**src/rtl/seven_seg_scanner_if.sv**
```systemverilog
// Pin bundle for the seven-segment scanner.
// Digit/control inputs flow master->slave; display pins flow back.
interface seven_seg_scanner_if;
  logic [3:0] digit3;
  logic [3:0] digit2;
  logic [3:0] digit1;
  logic [3:0] digit0;
  logic [3:0] dp_mask;
  logic [3:0] brightness;
  logic       blank_leading;
  logic [3:0] an;
  logic [6:0] seg;
  logic       dp;
  logic       frame_tick;

  modport master (
    output digit3, digit2, digit1, digit0,
    output dp_mask, brightness, blank_leading,
    input  an, seg, dp, frame_tick
  );

  modport slave (
    input  digit3, digit2, digit1, digit0,
    input  dp_mask, brightness, blank_leading,
    output an, seg, dp, frame_tick
  );
endinterface

```
**src/rtl/seven_seg_scanner.sv**
```systemverilog
// 4-digit multiplexed seven-segment driver with frame snapshot,
// leading-zero blanking and 16-level PWM brightness.
module seven_seg_scanner #(
  parameter int REFRESH_DIV = 100000
) (
  input logic clk,
  input logic rst,
  seven_seg_scanner_if.slave bus
);
  localparam int SUB = REFRESH_DIV / 16;
  localparam int CW  = $clog2(REFRESH_DIV);
  localparam int PW  = (SUB > 1) ? $clog2(SUB) : 1;

  logic [CW-1:0]   slot_cnt;
  logic [PW-1:0]   sub_cnt;
  logic [3:0]      phase;
  logic [1:0]      idx;
  logic            slot_end;
  logic            sub_end;
  logic            frame_end;

  logic [3:0][3:0] dig_snap;
  logic [3:0]      dpm_snap;
  logic [3:0]      bri_snap;
  logic            bl_snap;

  logic [3:0]      cur;
  logic [6:0]      glyph;
  logic            lit;
  logic            blank;
  logic [3:0]      an_d;
  logic [6:0]      seg_d;
  logic            dp_d;

  assign slot_end  = slot_cnt == CW'(REFRESH_DIV - 1);
  assign sub_end   = sub_cnt == PW'(SUB - 1);
  assign frame_end = slot_end && (idx == 2'd3);

  always_ff @(posedge clk or posedge rst) begin
    if (rst) begin
      slot_cnt <= '0;
      sub_cnt  <= '0;
      phase    <= '0;
      idx      <= '0;
    end else if (slot_end) begin
      slot_cnt <= '0;
      sub_cnt  <= '0;
      phase    <= '0;
      idx      <= idx + 2'd1;
    end else begin
      slot_cnt <= slot_cnt + CW'(1);
      if (sub_end) begin
        sub_cnt <= '0;
        phase   <= phase + 4'd1;
      end else begin
        sub_cnt <= sub_cnt + PW'(1);
      end
    end
  end

  // Inputs are only sampled at the frame boundary to avoid tearing.
  always_ff @(posedge clk or posedge rst) begin
    if (rst) begin
      dig_snap <= '0;
      dpm_snap <= '0;
      bri_snap <= '0;
      bl_snap  <= 1'b0;
    end else if (frame_end) begin
      dig_snap <= {bus.digit3, bus.digit2,
                   bus.digit1, bus.digit0};
      dpm_snap <= bus.dp_mask;
      bri_snap <= bus.brightness;
      bl_snap  <= bus.blank_leading;
    end
  end

  always_comb begin
    cur   = dig_snap[idx];
    lit   = (phase != 4'd0) && (phase <= bri_snap);
    blank = bl_snap && (idx == 2'd3) && (cur == 4'd0);
    glyph = 7'b1111111;
    case (cur)
      4'd0:    glyph = 7'b1000000;
      4'd1:    glyph = 7'b1111001;
      4'd2:    glyph = 7'b0100100;
      4'd3:    glyph = 7'b0110000;
      4'd4:    glyph = 7'b0011001;
      4'd5:    glyph = 7'b0010010;
      4'd6:    glyph = 7'b0000010;
      4'd7:    glyph = 7'b1111000;
      4'd8:    glyph = 7'b0000000;
      4'd9:    glyph = 7'b0010000;
      default: glyph = 7'b1111111;
    endcase
    an_d  = 4'hF;
    seg_d = 7'h7F;
    dp_d  = 1'b1;
    if (lit) begin
      an_d  = ~(4'b0001 << idx);
      seg_d = blank ? 7'h7F : glyph;
      dp_d  = ~dpm_snap[idx];
    end
  end

  always_ff @(posedge clk or posedge rst) begin
    if (rst) begin
      bus.an         <= 4'hF;
      bus.seg        <= 7'h7F;
      bus.dp         <= 1'b1;
      bus.frame_tick <= 1'b0;
    end else begin
      bus.an         <= an_d;
      bus.seg        <= seg_d;
      bus.dp         <= dp_d;
      bus.frame_tick <= frame_end;
    end
  end
endmodule

```
**src/flat_wrapper.sv**
```systemverilog
// flat-port wrapper written by rule: the top's interface ports become plain ports
module seven_seg_scanner_flat 
#(
  parameter int REFRESH_DIV = 100000
)
  (clk, rst, bus_digit3, bus_digit2, bus_digit1, bus_digit0, bus_dp_mask, bus_brightness, bus_blank_leading, bus_an, bus_seg, bus_dp, bus_frame_tick);
  seven_seg_scanner_if bus_i ();
  input logic clk;
  input logic rst;
  input wire logic [$bits(bus_i.digit3)-1:0] bus_digit3;
  input wire logic [$bits(bus_i.digit2)-1:0] bus_digit2;
  input wire logic [$bits(bus_i.digit1)-1:0] bus_digit1;
  input wire logic [$bits(bus_i.digit0)-1:0] bus_digit0;
  input wire logic [$bits(bus_i.dp_mask)-1:0] bus_dp_mask;
  input wire logic [$bits(bus_i.brightness)-1:0] bus_brightness;
  input wire logic [$bits(bus_i.blank_leading)-1:0] bus_blank_leading;
  output wire logic [$bits(bus_i.an)-1:0] bus_an;
  output wire logic [$bits(bus_i.seg)-1:0] bus_seg;
  output wire logic [$bits(bus_i.dp)-1:0] bus_dp;
  output wire logic [$bits(bus_i.frame_tick)-1:0] bus_frame_tick;
  assign bus_i.digit3 = bus_digit3;
  assign bus_i.digit2 = bus_digit2;
  assign bus_i.digit1 = bus_digit1;
  assign bus_i.digit0 = bus_digit0;
  assign bus_i.dp_mask = bus_dp_mask;
  assign bus_i.brightness = bus_brightness;
  assign bus_i.blank_leading = bus_blank_leading;
  assign bus_an = bus_i.an;
  assign bus_seg = bus_i.seg;
  assign bus_dp = bus_i.dp;
  assign bus_frame_tick = bus_i.frame_tick;
  seven_seg_scanner #(.REFRESH_DIV(REFRESH_DIV)) u_core (.clk(clk), .rst(rst), .bus(bus_i));
endmodule
```
**config.mk**
```make
export PLATFORM = sky130hd
export DESIGN_NAME = seven_seg_scanner_flat
export DESIGN_NICKNAME = d
export VERILOG_FILES = /design/src/rtl/seven_seg_scanner_if.sv /design/src/rtl/seven_seg_scanner.sv /design/src/flat_wrapper.sv
export SDC_FILE = /design/constraint.sdc
export NUM_CORES = 1
export LEC_CHECK = 0
export ABC_AREA = 1
export CORE_ASPECT_RATIO = 0.75
export CORE_MARGIN = 1.5
export CORE_UTILIZATION = 60
export CTS_BUF_LIST = sky130_fd_sc_hd__clkbuf_8
export DETAILED_ROUTE_END_ITERATION = 6
export DONT_BUFFER_PORTS = 1
export PLACE_DENSITY_LB_ADDON = 0.2
export SKIP_LAST_GASP = 1
export SYNTH_ARGS = -nofsm -noshare
export SYNTH_HDL_FRONTEND = slang
export SYNTH_SLANG_ARGS = --single-unit
export TNS_END_PERCENT = 1
```
**constraint.sdc**
```tcl
create_clock -name clk -period 1.96 [get_ports clk]
set_input_delay 0.098 -clock clk [delete_from_list [all_inputs] [get_ports clk]]
set_output_delay 0.098 -clock clk [all_outputs]
set_load 0.005 [all_outputs]
```
==> results.txt, run 1 <==
H-tree levels - 3
Mapped Cells - 494
# setup viols final - 0
Drt wl/cell - 14.1 um
Sum Neg Setup Slack - 0 ns
Worst-Skew Late Latency - 0.35 ns
Syn_area_per_cell - 8.22 sq um
Clock slew at reported path FFs - 0.08 ns
DPL Wire Length - 6120 um
R2R setup slack - 0.21 ns
Largest net degree at the start of global routing - 35
Fill cells - 482
DIE AREA - 0.00727 sq mm
I/O Buffers - 0
PostCTS Resize Cnt - 0
Commonest non-fill, non-tap cell in the layout - nand2_1
Most frequent cells in the layout - 143 x nand2_1, 62 x dfrtp_1, 55 x inv_1
Hold_ws - 0.273 ns
Leakage - 2.36 nW
Status - complete, no violations
Worst-Margin Slew - 0.601 ns
DRC Markers - 0
Tmin final - 1.75 ns
Slew HR - 59.9%
Post-route setup slack - 0.214 ns
Initial Utilization - 63.3%
P&R area growth vs syn - 14.3%
CTS root buffer - clkbuf_8
Via density - 5.39
Synth Register Bits - 74
Final nets - 575
Clock Sinks - 74
Crit-path max cell delay - 0.37 ns
Launch point of the worst path - u_core.slot_cnt[0]$_DFF_PP0_
Layout cell share with drive strength beyond 1 - 11.8%
Vias in the first global route - 3136
Critical path's top delay family - simple AND/OR/NAND/NOR gates
Die Y - 74.2 um
Ratio of final minimum period to clock period - 89.1%
Count of final hold-check violations - 0
Initial antenna violation count - 0
Post-synth cell types - 34
Synth warn - 0
Critical Path AT - 1.98 ns
Vias after detailed routing - 3318
Antenna cell count - 0
CTS Buf Count - 9
Post-synth EDFFs - 0
R2r startpoint - u_core.slot_cnt[0]$_DFF_PP0_
CP max FO - 26
Clock Tree Buf Depth - 2
Cell mode on critical path - nand2_1
Critical Path End Type - flop
Pre-CTS setup slack - 0.220 ns
CP Cell Sequence - ha_1 -> nand2_1 -> nor2_8 -> buf_4 -> nand3_4 -> nand2_1 -> nand2_1
Critical path type - flop to flop
Critical-path top delay cell - dfrtp_1
Async S/R FF share, synth - 100%
Core Box Area - 0.00641 sq mm
FF/Latch Area - 0.00187 sq mm
Multi-input logic area - 0.00186 sq mm
Final WL - 8680 um
Synth Cell Area - 0.00406 sq mm
VDD IR-drop max - 0.000435 V
Die W - 98.0 um
First-pass GRT wire length - 14700 um
Achievable Freq - 573 MHz
DRT antenna net count - 0
CTS tree - done
Total gr overflow - 0
First-iteration detailed-routing DRC count - 165
Syn Nets - 539
Final Max Tran Viols - 0
Num rows - 25
CP startpoint kind - flop
Routability cong. - 0.922
Total global-route track usage - 26.0%
Sequential area share after synthesis - 46.0%
Ports - 40
Crit path required time - 2.19 ns
CP bufs+invs - 1
Pwr dens - 627 mW/mm^2
Unrepaired setup endpoints after global routing - no
Drt pass-1 iters - 5
Skew final - 0.00661 ns
HP Class - primary input to async pin
Max Cap Violations - 0
Dominant synthesized flop cell - dfrtp_1
## flip-flops by register name (all words and copies together), names as in the netlist, 2 cells and up
register	flops
u_core.dig_snap	16
u_core.bus.seg	7
u_core.sub_cnt	13
u_core.slot_cnt	17
u_core.phase	4
u_core.dpm_snap	4
u_core.bri_snap	4
u_core.bus.an	4
u_core.idx	2
## worst register-to-register path, cell delays in order (launching register included)
cell,delay [ns]
dfrtp_1,0.37
ha_1,0.17
nand2_1,0.14
nor2_8,0.14
buf_4,0.27
nand3_4,0.30
nand2_1,0.17
nand2_1,0.06
## metrics by stage
step                      utilization [%]  power (mW)  cell area, sq um  std cells
after global placement               64.9        1.59              4160        574
after floorplan                         -        1.58              4060        494
final                                72.4        2.91              4640        616
after detailed placement             64.9        1.59              4160        574
after global routing                 72.4        3.01              4640        616
after CTS                            72.4        2.95              4640        616
## cells by family after synthesis
family	share of synthesized area, %
and+or+nand+nor	35.6
adders and majority gates	5.55
DFF	46.0
buffers and inverters	8.20
xor gates and xnor gates	2.80
AOI/OAI and AO/OA	1.88
## per-layer routing
metal / GRT usage (%) / up-vias / part of all wire (%)
li1: - / 1659 / -
met1: 36.5 / 1559 / 47
met2: 40.1 / 92 / 45
met3: 7.05 / 8 / 6.7
met4: 8.25 / 0 / 0.99
met5: 0 / - / 0
## synthesized netlist by cell type (2+ instances only)
master    count  area, sq um
nand3b_1      4         30.0
nand2_2       5         31.3
nor2_4        3         33.8
buf_2         2         10.0
clkbuf_1      2         7.51
nor2_2        2         12.5
dfrtp_1      62         1550
nand2_1     143          537
inv_2         5         18.8
nor2_1       41          154
xor2_1       11         96.3
xnor2_1       2         17.5
nand3_1      48          240
inv_1        55          206
a21oi_1       2         10.0
nor2_8        2         40.0
dfstp_2      12          315
o21ai_0       6         30.0
buf_6         5         56.3
ha_1         18          225
nor3_1       13         65.1
o21bai_1      2         15.0
nand4_1      35          219
buf_4         4         30.0
## area by class of cell
| class | instances | area share, % |
|---|---|---|
| clock buffer | 10 | 2.97 |
| clock inverter | 6 | 1.75 |
| inverter | 61 | 4.94 |
| multi-input combinational | 346 | 40.1 |
| sequential | 74 | 40.2 |
| tap | 81 | 2.18 |
| timing repair buffer | 38 | 7.82 |
## worst paths after layout
kind | to | cells past startpoint
worst max register to register | u_core.dpm_snap[0]$_DFFE_PP0P_ | 7
worst min register to register | u_core.slot_cnt[0]$_DFF_PP0_ | 1
worst max-delay path | u_core.dpm_snap[0]$_DFFE_PP0P_ | 7
min in group clk | u_core.dig_snap[0]$_DFFE_PP0P_ | 3
max in group asynchronous | u_core.bus.seg[0]$_DFF_PP1_ | 3
worst min-delay path | u_core.slot_cnt[10]$_DFF_PP0_ | 2
## where the power goes
group | internal, mW | switching [mW]
combinational | 0.0400 | 0.0387
sequential | 1.53 | 0
clock | 0.742 | 0.562
## timing repair
action,CTS,global route
hold endpoints to repair,47,0
hold buffers,26,0
setup buffers,0,0
(Power assumes the default switching activity.)
==> inputs of run 2 (changes only) <==
- CORE_MARGIN: 1.5 -> 5
- PLACE_DENSITY: unset -> 0.77
- PLACE_DENSITY_LB_ADDON: 0.2 -> unset
==> run 2 against run 1 <==
Compared with the run above: register-to-register slack got worse by 0.09 ns; first-iteration DRC count is 59% higher; critical path depth is 3 higher; critical path type unchanged; critical endpoint is now u_core.bus.seg[3]$_DFF_PP1_; largest power group unchanged.
==> results.txt, run 2 (same netlist as run 1, synthesis figures left out) <==
P_int - 2.08 mW
Worst-Skew Late Latency - 0.35 ns
Logic pwr share - 3.0%
Leakage - 2.34 nW
Final Max Tran Viols - 0
Skew final - 0.0132 ns
Ratio of final minimum period to clock period - 93.5%
Hold_ws - 0.252 ns
Sequential power share - 57.1%
Status - complete, no violations
Biggest register - u_core.slot_cnt
CTS root buffer - clkbuf_8
First-pass GRT wire length - 15800 um
Met2 WL - 4180 um
Worst r2r path cells - 10
DP Area - 0.00416 sq mm
Final WL - 9330 um
Clock slew at reported path FFs - 0.08 ns
Layout cell share with drive strength beyond 1 - 11.4%
HP Class - primary input to async pin
Total gr overflow - 0
Drt wl/cell - 15.1 um
R2r startpoint - u_core.idx[0]$_DFFE_PP0N_
Total global-route track usage - 23.5%
Crit-path max cell delay - 0.44 ns
Critical path's top delay family - simple AND/OR/NAND/NOR gates
Core Box Area - 0.00670 sq mm
DRT antenna net count - 0
Unrepaired setup endpoints after global routing - no
VDD IR-drop max - 0.000413 V
Sum Neg Setup Slack - 0 ns
Core Util, Final - 68.5%
Critical-path top delay cell - dfrtp_1
Tmin final - 1.83 ns
Num rows - 26
DIE AREA - 0.00853 sq mm
Achievable Freq - 546 MHz
Largest registers - u_core.slot_cnt x17, u_core.dig_snap x16, u_core.sub_cnt x13
I/O Buffers - 0
Sw frac - 22.2%
PostCTS Resize Cnt - 0
Largest net degree at the start of global routing - 35
CP bufs+invs - 2
Most frequent cells in the layout - 143 x nand2_1, 62 x dfrtp_1, 56 x inv_1
Tot Pwr - 2.67 mW
Die Y - 81.2 um
P&R area growth vs syn - 13.1%
Commonest non-fill, non-tap cell in the layout - nand2_1
CTS tree - done
M1 WL - 4210 um
Via density - 5.63
Vias in the first global route - 3347
Count of final hold-check violations - 0
Worst-Margin Slew - 0.550 ns
Antenna cell count - 0
Number of flip-flops in the largest register - 17
Critical path type - flop to flop
CP startpoint kind - flop
Launch point of the worst path - u_core.idx[0]$_DFFE_PP0N_
Clock network power share - 39.8%
Crit path required time - 2.22 ns
Routability cong. - 0.892
Slew HR - 63.3%
DPL Wire Length - 6420 um
Initial antenna violation count - 0
Final nets - 574
Critical Path End Type - flop
Die W - 105 um
Max Cap Violations - 0
DRC Markers - 0
Clock Tree Buf Depth - 2
Met3 wire len - 751 um
Drt pass-1 iters - 6
Vias after detailed routing - 3481
Final Cell Area - 0.00459 sq mm
Ports - 40
# setup viols final - 0
CP Cell Sequence - inv_1 -> nand2_1 -> nand2_1 -> nand2_1 -> nand2_1 -> inv_1 -> ha_1 -> nand3_1 -> nand3_1 -> nand3_1
Clock Sinks - 74
H-tree levels - 3
CP max FO - 7
Pwr dens - 582 mW/mm^2
Critical Path AT - 2.10 ns
Initial Utilization - 60.6%
Cell mode on critical path - nand2_1
First-iteration detailed-routing DRC count - 263
Max layer used - met4
CTS Buf Count - 9
Cell count along the critical path - 10
Switch Pwr - 0.593 mW
run 2: changes by cell type in the layout (fill, tap and decap cells not counted), sizes merged:
| cell | before | now |
|---|---|---|
| clkinv | 3 | 4 |
| clkinvlp | 1 | 0 |
| bufinv | 2 | 0 |
| buf | 12 | 11 |
| inv | 61 | 62 |
| clkbuf | 10 | 11 |
run 2: cell type report:
| type | instances | area, sq um |
|---|---|---|
| well taps | 84 | 105 |
| flip-flops and latches | 74 | 1870 |
| multi-input cells | 346 | 1860 |
| inverters | 61 | 229 |
| clock inverters | 5 | 22.5 |
| clock buffers | 11 | 151 |
| fillers | 528 | 2110 |
| repair buffers | 37 | 355 |
run 2: per-layer routing:
metal | track usage, % | up-vias
met1 | 31.8 | 1633
met2 | 37.0 | 156
li1 | - | 1662
met4 | 8.05 | 0
met5 | 0 | -
met3 | 6.12 | 30
run 2: final timing paths:
kind	endpoint	slack [ns]
max in group asynchronous	u_core.bus.an[3]$_DFF_PP1_	1.06
setup / recovery	u_core.bus.seg[3]$_DFF_PP1_	0.13
setup reg to reg	u_core.bus.seg[3]$_DFF_PP1_	0.13
hold / removal	u_core.slot_cnt[16]$_DFF_PP0_	0.25
min in group clk	u_core.dig_snap[15]$_DFFE_PP0P_	0.46
hold reg to reg	u_core.slot_cnt[0]$_DFF_PP0_	0.46
run 2: power by group through the flow:
stage	Clock, mW	Combinational [mW]	Sequential, mW
6_report	1.07	0.0814	1.53
5_1_grt	1.17	0.0905	1.53
4_1_cts	1.09	0.0806	1.53
3_5_place_dp	0	0.0379	1.56
3_3_place_gp	0	0.0370	1.56
2_1_floorplan	0	0.0220	1.56
run 2: what timing repair did:
action / 4_1_cts / 5_1_grt
endpoints found under the hold margin: 45 / 0
setup buffers: 0 / 0
hold buffers: 26 / 0
endpoints found under the setup margin: 0 / 0
run 2: metrics by stage:
step | std cells | worst slack, ns
after detailed placement | 576 | 0.226
after global routing | 618 | 0.0229
final | 618 | 0.127
after floorplan | 494 | 0.000236
after CTS | 618 | 0.199
after global placement | 576 | 0.285
run 2: worst register-to-register path, cell delays in order, from the launching register on:
cell and delay (ns):
dfrtp_1 0.44, inv_1 0.22, nand2_1 0.08, nand2_1 0.06
nand2_1 0.04, nand2_1 0.14, inv_1 0.12, ha_1 0.29
nand3_1 0.12, nand3_1 0.14, nand3_1 0.09
==> inputs of run 3 (changes only) <==
- CORE_ASPECT_RATIO: 0.75 -> unset
- CTS_CLUSTER_SIZE: unset -> 20
- SLEW_MARGIN: unset -> 0
==> run 3 against run 2 <==
Compared with the run above: core utilization decreased by 0.19 points; non-clock buffer count decreased by 5; power up 1.6%; final cell count shrank 1.3%; sequential share of layout area grew 0.23 points; sequential power about the same; via count is 4.9% lower; critical path type unchanged; largest cell class is now multi-input gates; highest routed layer unchanged.
==> results.txt, run 3 (same netlist as run 1, synthesis figures left out) <==
Status - complete, no violations
I/O Buffers - 0
Antenna cell count - 0
Critical Path End Type - flop
Crit path required time - 2.19 ns
DP Area - 0.00411 sq mm
# setup viols final - 0
Count of final hold-check violations - 0
Drt pass-1 iters - 4
Skew final - 0.00643 ns
Core Util, Final - 68.3%
CTS tree - done
Tmin final - 1.95 ns
Vias in the first global route - 3295
DRC Markers - 0
First-pass GRT wire length - 15000 um
Critical Path AT - 2.18 ns
Via density - 5.42
CTS Buf Count - 9
Hold_ws - 0.254 ns
Worst-Skew Late Latency - 0.35 ns
DIE AREA - 0.00851 sq mm
Leakage - 2.32 nW
Layout cell share with drive strength beyond 1 - 10.6%
Unrepaired setup endpoints after global routing - yes
Post-route setup slack - 0.00730 ns
CP bufs+invs - 1
Die W - 92.3 um
Final Cell Area - 0.00456 sq mm
Max Cap Violations - 0
Finished Layout Cells - 610
Drt wl/cell - 14.3 um
Met3 GRT Util - 4.51%
Core Box Area - 0.00668 sq mm
Die Y - 92.3 um
Total global-route track usage - 21.9%
Most frequent cells in the layout - 143 x nand2_1, 62 x dfrtp_1, 57 x inv_1
Initial antenna violation count - 0
GR peak layer - met2
Ports - 40
Worst-Margin Slew - 0.538 ns
Routability cong. - 0.941
PostCTS Resize Cnt - 0
Cell mode on critical path - nand2_1
Clock slew at reported path FFs - 0.08 ns
Slew HR - 64.1%
Final WL - 8740 um
Clock Tree Buf Depth - 2
R2R setup slack - 0.007 ns
Crit-path max cell delay - 0.50 ns
Total gr overflow - 0
P&R area growth vs syn - 12.4%
Biggest register - u_core.slot_cnt
Critical path's top delay family - simple AND/OR/NAND/NOR gates
Grt met2 use - 38.1%
CP max FO - 13
Num rows - 30
CP Cell Sequence - buf_4 -> ha_1 -> nand3_2 -> nand2_1 -> nand2_1
Launch point of the worst path - u_core.idx[0]$_DFFE_PP0N_
DRT antenna net count - 0
DP Cell Count - 567
Largest registers - u_core.slot_cnt x17, u_core.dig_snap x16, u_core.sub_cnt x13
Clock Sinks - 74
Met1 usage - 26.4%
Critical-path top delay cell - ha_1
Vias after detailed routing - 3309
HP Class - primary input to async pin
Final nets - 570
CP startpoint kind - flop
Critical path type - flop to flop
H-tree levels - 3
Pre-CTS setup slack - 0.144 ns
DPL Wire Length - 5950 um
R2r startpoint - u_core.idx[0]$_DFFE_PP0N_
Commonest non-fill, non-tap cell in the layout - nand2_1
CTS root buffer - clkbuf_8
First-iteration detailed-routing DRC count - 189
Ratio of final minimum period to clock period - 99.6%
Number of flip-flops in the largest register - 17
Final Max Tran Viols - 0
VDD IR-drop max - 0.000384 V
Largest net degree at the start of global routing - 51
Pwr dens - 595 mW/mm^2
Achievable Freq - 512 MHz
Setup Buffers After CTS - 0
Initial Utilization - 60.8%
## run 3: cell count changes in the layout (fill, tap and decap cells not counted), sizes merged
cell / change
buf: -5
bufinv: +1
clkbuf: -2
inv: +1
nand3: +1
## run 3: metrics by stage
stage	setup TNS (ns)	power [mW]
after floorplan	0	1.58
after global placement	0	1.59
after detailed placement	0	1.59
after CTS	0	2.74
after global routing	-1.00	2.81
final	0	2.72
## run 3: per-layer routing
layer  wire length (um)  vias to the layer above
li1                   -                     1653
met1               3740                     1551
met2               4420                       90
met3                415                       15
met4                170                        0
met5                  0                        -
## run 3: worst paths after layout
check | to | cells past startpoint
max | u_core.dig_snap[1]$_DFFE_PP0P_ | 5
min | u_core.slot_cnt[10]$_DFF_PP0_ | 2
max reg2reg | u_core.dig_snap[1]$_DFFE_PP0P_ | 5
min reg2reg | u_core.slot_cnt[0]$_DFF_PP0_ | 1
max in group asynchronous | u_core.bus.an[3]$_DFF_PP1_ | 3
min in group clk | u_core.bri_snap[2]$_DFFE_PP0P_ | 3
## run 3: where the power goes
group / internal [mW] / switching, mW
combinational: 0.0389 / 0.0394
sequential: 1.53 / 0
clock: 0.568 / 0.543
## run 3: area by class of cell
| class | count | area [sq um] |
|---|---|---|
| multi-input cells | 347 | 1870 |
| fillers | 527 | 2120 |
| inverters | 61 | 229 |
| flip-flops and latches | 74 | 1870 |
| repair buffers | 32 | 318 |
| well taps | 80 | 100 |
| clock inverters | 7 | 56.3 |
| clock buffers | 9 | 124 |
## run 3: timing repair
action / 4_1_cts / 5_1_grt
hold buffers: 26 / 0
setup endpoints to repair: 0 / 36
hold endpoints to repair: 49 / 0
